<file path="src/rtl/pe_dot_pkg.sv">
// rtl/pe_dot_pkg.sv - shared state encoding for the dot-product sequencer
package pe_dot_pkg;

  localparam int STATE_W = 2;

  localparam logic [STATE_W-1:0] IDLE   = 2'd0;
  localparam logic [STATE_W-1:0] ACCUM  = 2'd1;
  localparam logic [STATE_W-1:0] RESULT = 2'd2;

  typedef enum logic [STATE_W-1:0] {
    S_IDLE   = IDLE,
    S_ACCUM  = ACCUM,
    S_RESULT = RESULT
  } state_e;

endpackage

</file>
<file path="src/rtl/pe.sv">
// rtl/pe.sv - processing element: registered signed a*b (+c in FMA mode)
module pe #(
  parameter string PE_MODE      = "FMA",
  parameter int    ACT_WIDTH    = 16,
  parameter int    WGT_WIDTH    = 16,
  parameter int    PE_OUT_WIDTH = 32
) (
  input  logic                           clk,
  input  logic                           reset,
  input  logic signed [ACT_WIDTH-1:0]    a,
  input  logic signed [WGT_WIDTH-1:0]    b,
  input  logic signed [PE_OUT_WIDTH-1:0] c,
  output logic signed [PE_OUT_WIDTH-1:0] out
);

  logic signed [ACT_WIDTH+WGT_WIDTH-1:0] prod;
  logic signed [PE_OUT_WIDTH-1:0]        prod_ext;
  logic signed [PE_OUT_WIDTH-1:0]        nxt;

  assign prod     = a * b;
  assign prod_ext = PE_OUT_WIDTH'(prod);

  // Plain two's complement add: wraps mod 2^PE_OUT_WIDTH, no saturation.
  generate
    if (PE_MODE == "FMA") begin : g_fma
      assign nxt = prod_ext + c;
    end else begin : g_mul
      assign nxt = prod_ext;
    end
  endgenerate

  always_ff @(posedge clk or posedge reset) begin
    if (reset) out <= '0;
    else       out <= nxt;
  end

endmodule

</file>
<file path="src/rtl/pe_dot_ctrl.sv">
// rtl/pe_dot_ctrl.sv - streaming signed dot-product sequencer around one FMA pe
module pe_dot_ctrl
  import pe_dot_pkg::*;
#(
  parameter int ACT_WIDTH = 16,
  parameter int WGT_WIDTH = 16,
  parameter int ACC_WIDTH = 32,
  parameter int LEN_WIDTH = 16
) (
  input  logic                 clk,
  input  logic                 reset,
  input  logic                 cfg_valid,
  output logic                 cfg_ready,
  input  logic [LEN_WIDTH-1:0] cfg_len,
  input  logic [ACC_WIDTH-1:0] cfg_bias,
  input  logic                 in_valid,
  output logic                 in_ready,
  input  logic [ACT_WIDTH-1:0] in_act,
  input  logic [WGT_WIDTH-1:0] in_wgt,
  output logic                 out_valid,
  input  logic                 out_ready,
  output logic [ACC_WIDTH-1:0] out_data,
  output logic                 busy
);

  state_e                 state;
  logic [LEN_WIDTH-1:0]   len_q;
  logic [LEN_WIDTH-1:0]   cnt;
  logic signed [ACT_WIDTH-1:0] pe_a;
  logic signed [WGT_WIDTH-1:0] pe_b;
  logic signed [ACC_WIDTH-1:0] pe_c;
  logic signed [ACC_WIDTH-1:0] pe_out;

  // The PE register is the accumulator; every non-accept cycle re-adds 0 to it.
  always_comb begin
    pe_a = '0;
    pe_b = '0;
    pe_c = pe_out;
    if (state == S_IDLE && cfg_valid) begin
      pe_c = cfg_bias;
    end else if (state == S_ACCUM && in_valid) begin
      pe_a = in_act;
      pe_b = in_wgt;
    end
  end

  pe #(
    .PE_MODE     ("FMA"),
    .ACT_WIDTH   (ACT_WIDTH),
    .WGT_WIDTH   (WGT_WIDTH),
    .PE_OUT_WIDTH(ACC_WIDTH)
  ) u_pe (
    .clk  (clk),
    .reset(reset),
    .a    (pe_a),
    .b    (pe_b),
    .c    (pe_c),
    .out  (pe_out)
  );

  assign out_data = pe_out;

  always_ff @(posedge clk or posedge reset) begin
    if (reset) begin
      state     <= S_IDLE;
      len_q     <= '0;
      cnt       <= '0;
      cfg_ready <= 1'b1;
      in_ready  <= 1'b0;
      out_valid <= 1'b0;
      busy      <= 1'b0;
    end else begin
      case (state)
        S_IDLE: begin
          if (cfg_valid) begin
            len_q     <= cfg_len;
            cnt       <= '0;
            cfg_ready <= 1'b0;
            busy      <= 1'b1;
            if (cfg_len == '0) begin
              state     <= S_RESULT;
              out_valid <= 1'b1;
            end else begin
              state    <= S_ACCUM;
              in_ready <= 1'b1;
            end
          end
        end
        S_ACCUM: begin
          if (in_valid) begin
            cnt <= cnt + LEN_WIDTH'(1);
            if (cnt == len_q - LEN_WIDTH'(1)) begin
              state     <= S_RESULT;
              in_ready  <= 1'b0;
              out_valid <= 1'b1;
            end
          end
        end
        S_RESULT: begin
          if (out_ready) begin
            state     <= S_IDLE;
            out_valid <= 1'b0;
            cfg_ready <= 1'b1;
            busy      <= 1'b0;
          end
        end
        default: begin
          state     <= S_IDLE;
          cfg_ready <= 1'b1;
          in_ready  <= 1'b0;
          out_valid <= 1'b0;
          busy      <= 1'b0;
        end
      endcase
    end
  end

endmodule

</file>
<file path="config.mk">
export PLATFORM = sky130hd
export DESIGN_NAME = pe_dot_ctrl
export DESIGN_NICKNAME = d
export VERILOG_FILES = /design/src/rtl/pe_dot_pkg.sv /design/src/rtl/pe.sv /design/src/rtl/pe_dot_ctrl.sv
export SDC_FILE = /design/constraint.sdc
export NUM_CORES = 1
export LEC_CHECK = 0
export CORE_MARGIN = 8
export CORE_UTILIZATION = 55
export DETAILED_ROUTE_END_ITERATION = 12
export PLACE_DENSITY = 0.84
export SETUP_SLACK_MARGIN = 0.5
export SLEW_MARGIN = 20
export SYNTH_ARGS = -nofsm -noshare
export SYNTH_HDL_FRONTEND = slang
export SYNTH_SLANG_ARGS = --single-unit
export TNS_END_PERCENT = 20
</file>
<file path="constraint.sdc">
create_clock -name clk -period 6.49 [get_ports clk]
set_input_delay 1.298 -clock clk [delete_from_list [all_inputs] [get_ports clk]]
set_output_delay 1.298 -clock clk [all_outputs]
set_load 0.02 [all_outputs]
</file>
Yosys cells after proc, flatten, opt, wreduce, memory -nomap -nowiden. Cells that the tools add are included.

Bits in registers: 70. Output and inout bits: 36. Logic and storage cells: 64.

Add/sub/neg operators: 3. $mul: 1. Equal/unequal tests: 9. Muxes and demuxes: 30. Bitwise logic cells: 2. Reductions and logical operators: 11.

Operators by type and width (count): $mux W16 (6); $add A32 B32 Y32 (1); $mul A16 B16 Y32 (1); $mux W32 (1); $pmux W16 S2 (1); $add A16 B1 Y16 const B (1); $eq A16 B16 Y1 (1); $logic_not A16 Y1 (1); $sub A16 B1 Y16 const B (1); $mux W1 (12); $pmux W1 S3 (4); $mux W2 (5); $reduce_and A5 Y1 (2); $ne A2 B2 Y1 const B (4); $pmux W2 S3 (1); $reduce_and A3 Y1 (2); $ne A2 B1 Y1 const B (2); $reduce_and A4 Y1 (1); $eq A2 B1 Y1 const B (1); $eq A2 B2 Y1 const B (1); $logic_and A1 B1 Y1 (2); $logic_not A2 Y1 (1); $not A1 Y1 (2); $reduce_and A2 Y1 (1); $reduce_bool A2 Y1 (1).

Logic depth before layout (Yosys ltp). Gate-level depths: netlist of the first run.

Depth in word-level cells: 6. Mapped depth: 27. Gate-level depth less buffers: 23.

Hierarchy. From an unflattened synthesis of the first run, not the netlist that was laid out.

Cells, all modules: 1545. Area total of the unflattened synthesis: 14619.0 µm².

Modules (own cells, without submodules): pe (times used 1, cells each 1228, area an instance 11710.0 µm², sequential area each 800.8 µm²); pe_dot_ctrl (times used 1, cells each 317, area an instance 2909.0 µm², sequential area each 952.2 µm²).

Worst setup path after synthesis of the first run. Ideal clock, no wire load.

Path type: in2reg. From: in cfg_valid. To: reg u_pe.out[29]. Arrival time: 7.518 ns. Required time: 6.363 ns. Path slack: -1.155 ns. Cell stages on the path: 23. Path buffers: 2. Path through: nor3b_2 > clkbuf_1 > nor2b_1 > clkbuf_1 > and3_1 > fa_1 > inv_1 > fa_1 > inv_1 > fa_1 > fa_1 > fa_1 > inv_1 > fa_1 > inv_1 > ha_1 > and4_1 > a21o_1 > o41ai_1 > a2bb2oi_1 > nand3b_1 > a211oi_1 > nor2_1.

Cells in the longest elaborated chain, start to end: 4. Elaborated cells between the ends (all ways): 6. Classes of those cells: 1 x add/sub; 1 x mul; 3 x mux; 1 x reduce/logical.

Ends and longest elaborated chain: start: declaration (line pe_dot_ctrl.sv:12) `input logic cfg_valid,`; $logic_and A1 B1 Y1 (*) (line pe_dot_ctrl.sv:39) `if (state == S_IDLE && cfg_valid) begin`; $mux W16 (line pe_dot_ctrl.sv:39); $mul A16 B16 Y32 (line pe.sv:20) `assign prod = a * b;`; $add A32 B32 Y32 (*) (line pe.sv:26) `assign nxt = prod_ext + c;`; via u_pe.nxt[29] (line pe.sv:18) `logic signed [PE_OUT_WIDTH-1:0] nxt;`; end signal: assignment (line pe.sv:34) `else out <= nxt;`; end: declaration (line pe.sv:13) `output logic signed [PE_OUT_WIDTH-1:0] out`.

The timed path passes the listed nets; every way through them passes the cells marked *. A chain may end at the register's enable or synchronous reset.

Worst setup path after layout of the first run.
From: in cfg_valid. To: reg u_pe.out[25].

The elaborated chain is that of the path after synthesis.

==> flow_metrics.py, run 1 <==
metrics = {
    "floorplanning": {
        "die_w_um": 178,
        "ios": 121,
        "core_um2": 26000,
        "start_util_pct": 55.7,
        "core.rowCount": 59,
        "die-area_um2": 31800,
        "die_h_um": 178,
    },
    "detailed_routing": {
        "wire_per_inst_um": 21.0,
        "via_per_inst": 5.92,
        "vias": 13200,
        "drc": 0,
        "ant_nets": 0,
        "drtIter0Drc": 1178,
        "wl_um": 46900,
        "drt_pre_antenna_iters": 6,
    },
    "finish": {
        "final_layout_size_suffix_gt1_share_pct": 21.4,
        "nets": 2375,
        "instances_no_fill": 2238,
        "diodes": 0,
        "area_growth_pct": 29.8,
        "finalInstanceArea_um2": 18800,
    },
    "sta": {
        "rsz0062_at_grt": "yes",
        "relSlewSlack_pct": 35.1,
        "finClkSkew_ns": 0.0146,
        "setup_violations": 19,
        "timing.fmax_ghz": 0.142,
        "fin_setup_tns_ns": -6.52,
        "worst_slack_ns": -0.544,
        "finalHoldViolCount": 0,
        "period_needed_ns": 7.03,
        "worst_pin_slew_ns": 0.973,
        "finalCritPeriodShare_pct": 108,
        "drv_slew": 0,
    },
    "cts": {
        "hold_buffers": 0,
        "clkLatencyLatePin_ns": 0.34,
        "path_clk_slew_ns": 0.06,
        "cts-root-buf": "clkbuf_16",
        "cts_made_buffers": 9,
        "clk_path_buf_depth": 2,
        "cts_tree": "built",
        "cts.sinks": 70,
        "htree_num_levels": 3,
    },
    "setup_path": {
        "endpoint_kind": "flop",
        "cp_max_fo": 4,
        "cp_data_arrival_time_ns": 7.27,
        "crit_path_start_kind": "input port",
        "crit_family": "adder cells",
        "worstPathRequired_ns": 6.73,
        "crit_path_cell_trace": "clkdlybuf4s15_2, nor3b_4, nor2b_4, and2_4, buf_4, nand2_1, fa_1, fa_1, inv_1, fa_2, ha_4, fa_1, inv_1, fa_1, inv_1, ha_4, buf_4, a31oi_1, buf_4, a2111oi_4, o211ai_1, a31oi_2, nand4_1, o311ai_2",
        "critPathSlowestCell": "fa_2",
        "worstSetupPathType": "in2reg",
        "critical-path-max-stage-delay_ns": 0.56,
        "crit_top_cell": "fa_1",
        "path_buf_inv": 7,
    },
    "placement": {
        "portBuffers": 120,
        "hpwlAfterDp_um": 33800,
        "dpl_cell_area_um2": 17500,
        "dp.cells": 2182,
        "gp_congestion": 0.972,
    },
    "global_routing": {
        "antenna_found_initial": 1,
        "grt_max_degree": 71,
        "grt_util_all_layers_pct": 29.3,
        "grt_pass1_vias": 14300,
        "grt_pass1_wl_um": 72600,
        "grt_overflow": 0,
    },
    "flow_run": {
        "maxCapViolCount": 0,
    },
    "run_status": {
        "status": "finished, violations left",
        "violations": "setup timing",
    },
    "synth": {
        "yosys_warnings": 0,
        "synth_nets": 2081,
        "synthCells": 1604,
        "yosysSeqAreaShare_pct": 12.1,
        "ys.flop_type": "dfrtp_1",
        "synth_edf_count": 0,
        "ys_ff_latch": 70,
        "avgSynthCellArea_um2": 9.02,
        "async_flop_share_pct": 100,
        "yosys.cell_types.count": 73,
        "netlist_area_um2": 14500,
    },
    "worst_hold_path": {
        "min_path_type": "reg2reg",
    },
}
## registers in the layout, indices dropped and copies added, names as in the netlist
name / cells
out_valid: 1
cnt: 16
len_q: 16
u_pe.out: 32
state: 2
in_ready: 1
cfg_ready: 1
busy: 1
## path summary, 6_finish.rpt
check | startpoint | endpoint | slack [ns] | cells past startpoint
worst max register to register | state[1] | u_pe.out[25] | -0.13 | 23
max in group asynchronous | reset | u_pe.out[4] | 4.27 | 3
worst min register to register | len_q[15] | len_q[15] | 0.53 | 2
worst min-delay path | len_q[15] | len_q[15] | 0.53 | 2
worst max-delay path | cfg_valid | u_pe.out[25] | -0.54 | 24
min in group asynchronous | reset | busy | 1.56 | 3
## cells in the final DEF (no fill, tap or decap), types with 25 or more instances in the layout
| cell type | count |
|---|---|
| inv_1 | 323 |
| fa_1 | 267 |
| nand2_1 | 246 |
| buf_4 | 201 |
| and3_1 | 118 |
| clkdlybuf4s50_1 | 100 |
| ha_1 | 82 |
| dfrtp_1 | 69 |
| xnor2_1 | 42 |
| nor2_1 | 41 |
| nand3_1 | 36 |
| fa_2 | 25 |
## final cells by class
| type | instances | area, um2 |
|---|---|---|
| multi-input combinational | 1119 | 11800 |
| fill | 1633 | 7190 |
| timing repair buffer | 357 | 3220 |
| sequential | 70 | 1750 |
| inverter | 341 | 1280 |
| tap | 335 | 419 |
| clock buffer | 9 | 225 |
| clock inverter | 7 | 75.1 |
## repair_timing
action                                 in CTS  in global routing
endpoints found under the hold margin       0                  0
setup buffers                              25                 10
setup endpoints to repair                  25                 23
cloned                                      5                  0
pin swaps                                  92                 51
gates resized for setup                   141                 52
## synth_stat cells (3+ instances only)
| cell type | n | area (um2) |
|---|---|---|
| o311a_1 | 3 | 30.0 |
| nor4_1 | 7 | 43.8 |
| nand2_1 | 256 | 961 |
| nand4_1 | 10 | 62.6 |
| and3_1 | 128 | 801 |
| clkbuf_1 | 70 | 263 |
| or3_1 | 7 | 43.8 |
| dfrtp_1 | 69 | 1730 |
| o211ai_1 | 5 | 37.5 |
| o31ai_1 | 3 | 22.5 |
| or2_2 | 5 | 31.3 |
| a31oi_1 | 7 | 43.8 |
| fa_1 | 292 | 5850 |
| and2_1 | 10 | 62.6 |
| nor2_1 | 47 | 176 |
| o21a_1 | 3 | 22.5 |
| nor2b_1 | 5 | 31.3 |
| xnor2_1 | 42 | 368 |
| o21ai_0 | 21 | 105 |
| a211oi_1 | 5 | 37.5 |
| a21o_1 | 7 | 52.6 |
| nor3_1 | 9 | 45.0 |
| nand3_1 | 39 | 195 |
| nand2b_1 | 5 | 31.3 |
| xor2_1 | 23 | 201 |
| inv_1 | 341 | 1280 |
| ha_1 | 100 | 1250 |
| a21boi_0 | 3 | 22.5 |
| mux2i_1 | 3 | 30.0 |
| a21oi_1 | 22 | 110 |
## cells by family after synthesis
group	Yosys count	share of synthesized area (%)
DFF	70	12.1
AOI/OAI and AO/OA	108	5.15
muxes	5	0.363
and+or+nand+nor	546	18.3
buffers and inverters	417	10.9
adders and majority gates	392	49.0
xor gates and xnor gates	66	4.09
## tightest hold or removal path: stages (launching register included)
cell,delay [ns]
dfrtp_1,0.37
nand2_1,0.07
nand2_1,0.06
## per-stage QoR
step	setup WS [ns]	hold WS, ns	utilization, %
6_report	-0.544	0.532	72.3
5_1_grt	-0.625	0.551	72.3
4_1_cts	-0.263	0.534	71.3
3_5_place_dp	-1.38	0.520	67.5
3_3_place_gp	-1.23	0.515	67.5
2_1_floorplan	-0.436	0.467	-
## per-layer routing
metal	vias to the layer above	track usage, %	part of all wire, %
met3	322	5.88	8.5
met1	6546	33.4	34
met4	2	18.0	8.3
met2	834	50.3	50
li1	5539	-	-
met5	-	0	0.032
Power of run 1 is left out: the tool's default activity adds up to more than one toggle a clock period on the data nets, which glitch-free logic cannot reach.
==> run 2, diff against run 1 <==
- ABC_AREA: not set -> 0
==> results of run 2 <==
The final DEF is identical to that of run 1; final timing and power are the same.
Power of run 2 is left out for the same reason.
==> run 3, diff against run 2 <==
--- a/config.mk
+++ b/config.mk
@@ -8,7 +8,8 @@
 export ABC_AREA = 0
 export CORE_MARGIN = 8
-export CORE_UTILIZATION = 55
+export CORE_UTILIZATION = 35
 export DETAILED_ROUTE_END_ITERATION = 12
-export PLACE_DENSITY = 0.84
+export PLACE_DENSITY = 0.6
+export RECOVER_POWER = 50
 export SETUP_SLACK_MARGIN = 0.5
 export SLEW_MARGIN = 20
==> constraint.sdc (replaced) <==
create_clock -name clk -period 6.49 [get_ports clk]
set_input_delay 0.9735 -clock clk [delete_from_list [all_inputs] [get_ports clk]]
set_output_delay 0.9735 -clock clk [all_outputs]
set_load 0.02 [all_outputs]
==> run 3 against run 2 <==
The flow finishes with violations (capacitance limit, slew limit, setup timing). Die area grew 51%. Clock skew down 0.0031 ns. Fmax rose by 7.1%. First-iteration DRC count down 48%. Sequential cell count is the same. Via count down 9.6%. Count of clock-buffer cells in the layout is 2 higher. Non-clock buffer count shrank 19. Register-to-register slack improved by 0.05 ns. Final area is the same. Setup slack gained 0.47 ns. Core utilization shrank 26 points. Critical endpoint unchanged.
==> flow_metrics.py, run 3 (synthesis results as in run 1) <==
metrics = {
    "finish": {
        "final_layout_size_suffix_gt1_share_pct": 18.4,
        "largest_reg_flops": 32,
        "layout_common_cells": "329 x inv_1, 281 x fa_1, 250 x nand2_1",
        "top_register": "u_pe.out",
        "final_common_cell": "inv_1",
        "area_growth_pct": 29.8,
        "finalInstanceArea_um2": 18800,
        "final_util_pct": 46.0,
        "layout_top_registers": "u_pe.out (32), cnt (16), len_q (16)",
        "diodes": 0,
        "nets": 2356,
    },
    "setup_path": {
        "cp_max_fo": 5,
        "worstSetupPathType": "reg2reg",
        "crit_path_start_kind": "flop",
        "endpoint_kind": "flop",
        "worstPathRequired_ns": 6.72,
        "cp_data_arrival_time_ns": 6.80,
        "r2r_cells": 22,
    },
    "detailed_routing": {
        "drtIter0Drc": 618,
        "vias": 12000,
        "wl_um": 42100,
        "drc": 0,
        "wire_per_inst_um": 17.4,
        "drt_pre_antenna_iters": 5,
        "ant_nets": 0,
        "via_per_inst": 4.95,
    },
    "sta": {
        "finalHoldViolCount": 0,
        "worst_pin_slew_ns": 4.05,
        "finalCritPeriodShare_pct": 101,
        "period_needed_ns": 6.57,
        "finClkSkew_ns": 0.0116,
        "rsz0062_at_grt": "yes",
        "drv_slew": 71,
        "holdWs_ns": 0.513,
        "timing.fmax_ghz": 0.152,
        "relSlewSlack_pct": -170,
        "worst_slack_ns": -0.0786,
        "setup_violations": 5,
    },
    "run_status": {
        "violations": "capacitance limit, slew limit, setup timing",
        "status": "finished, violations left",
    },
    "floorplanning": {
        "core.rowCount": 74,
        "start_util_pct": 35.4,
        "die_h_um": 219,
        "core_um2": 40800,
        "die-area_um2": 48100,
        "ios": 121,
        "die_w_um": 219,
    },
    "global_routing": {
        "grt_overflow": 0,
        "grt_util_all_layers_pct": 18.0,
        "grt_pass1_vias": 13100,
        "antenna_found_initial": 0,
        "grt_max_degree": 71,
        "grt_pass1_wl_um": 68100,
    },
    "cts": {
        "cts-root-buf": "clkbuf_16",
        "path_clk_slew_ns": 0.06,
        "hold_buffers": 0,
        "cts.sinks": 70,
        "clkLatencyLatePin_ns": 0.34,
        "cts_tree": "built",
        "clk_path_buf_depth": 2,
        "htree_num_levels": 3,
        "cts_made_buffers": 9,
    },
    "placement": {
        "preCtsSetupSlack_ns": -1.12,
        "hpwlAfterDp_um": 35100,
        "dpl_cell_area_um2": 17800,
        "gp_congestion": 0.932,
        "portBuffers": 120,
    },
    "worst_hold_path": {
        "min_path_type": "reg2reg",
        "hold_path_depth": 2,
    },
    "flow_run": {
        "maxCapViolCount": 1,
    },
}
-- run 3: area by class of cell --
class                           instances  area [um2]
Fill cell                            3964       22000
Multi-Input combinational cell       1119       11700
Timing Repair Buffer                  338        3040
Sequential cell                        70        1750
Inverter                              341        1280
Tap cell                              532         666
Clock buffer                           11         253
Clock inverter                          5         104
-- run 3: what timing repair did --
action | CTS | global route
setup endpoints to repair | 24 | 21
pin swaps | 62 | 43
buffers inserted | 18 | 7
resized for setup | 120 | 38
cloned | 3 | 0
-- run 3: final timing paths --
check                           from      endpoint  slack (ns)
min reg2reg                len_q[15]     len_q[15]        0.51
max reg2reg                 state[1]  u_pe.out[25]       -0.08
max in group asynchronous      reset   u_pe.out[3]        1.56
max                         state[1]  u_pe.out[25]       -0.08
min in group asynchronous      reset  u_pe.out[19]        2.67
min                        len_q[15]     len_q[15]        0.51
-- run 3: worst max-delay path, cell delays in order (launching register included) --
cell	delay, ns
dfrtp_1	0.55
and3b_4	0.50
and2_4	0.19
buf_6	0.10
nand2_4	0.05
buf_4	0.15
fa_1	0.53
fa_2	0.45
fa_1	0.51
inv_1	0.05
fa_1	0.49
fa_1	0.50
inv_1	0.05
fa_1	0.47
inv_1	0.06
ha_4	0.27
and3_4	0.21
nand2_4	0.07
a2111oi_4	0.46
o211ai_1	0.23
a31oi_2	0.32
nand4_1	0.15
o311ai_2	0.11
-- run 3: metrics by stage --
stage | setup TNS [ns] | cells
floorplan | -0.582 | 1604
global placement | -16.48 | 2372
detailed placement | -17.22 | 2372
CTS | -0.0141 | 2409
global route | -1.45 | 2416
finish | -0.225 | 2416
-- run 3: per-layer routing --
metal | up-vias | GRT usage, % | share of wire (%)
met5 | - | 0 | 0
met4 | 0 | 5.69 | 3.1
met3 | 76 | 2.71 | 5.4
met2 | 327 | 31.4 | 51
met1 | 6071 | 22.6 | 40
li1 | 5497 | - | -
Power of run 3 is left out for the same reason.
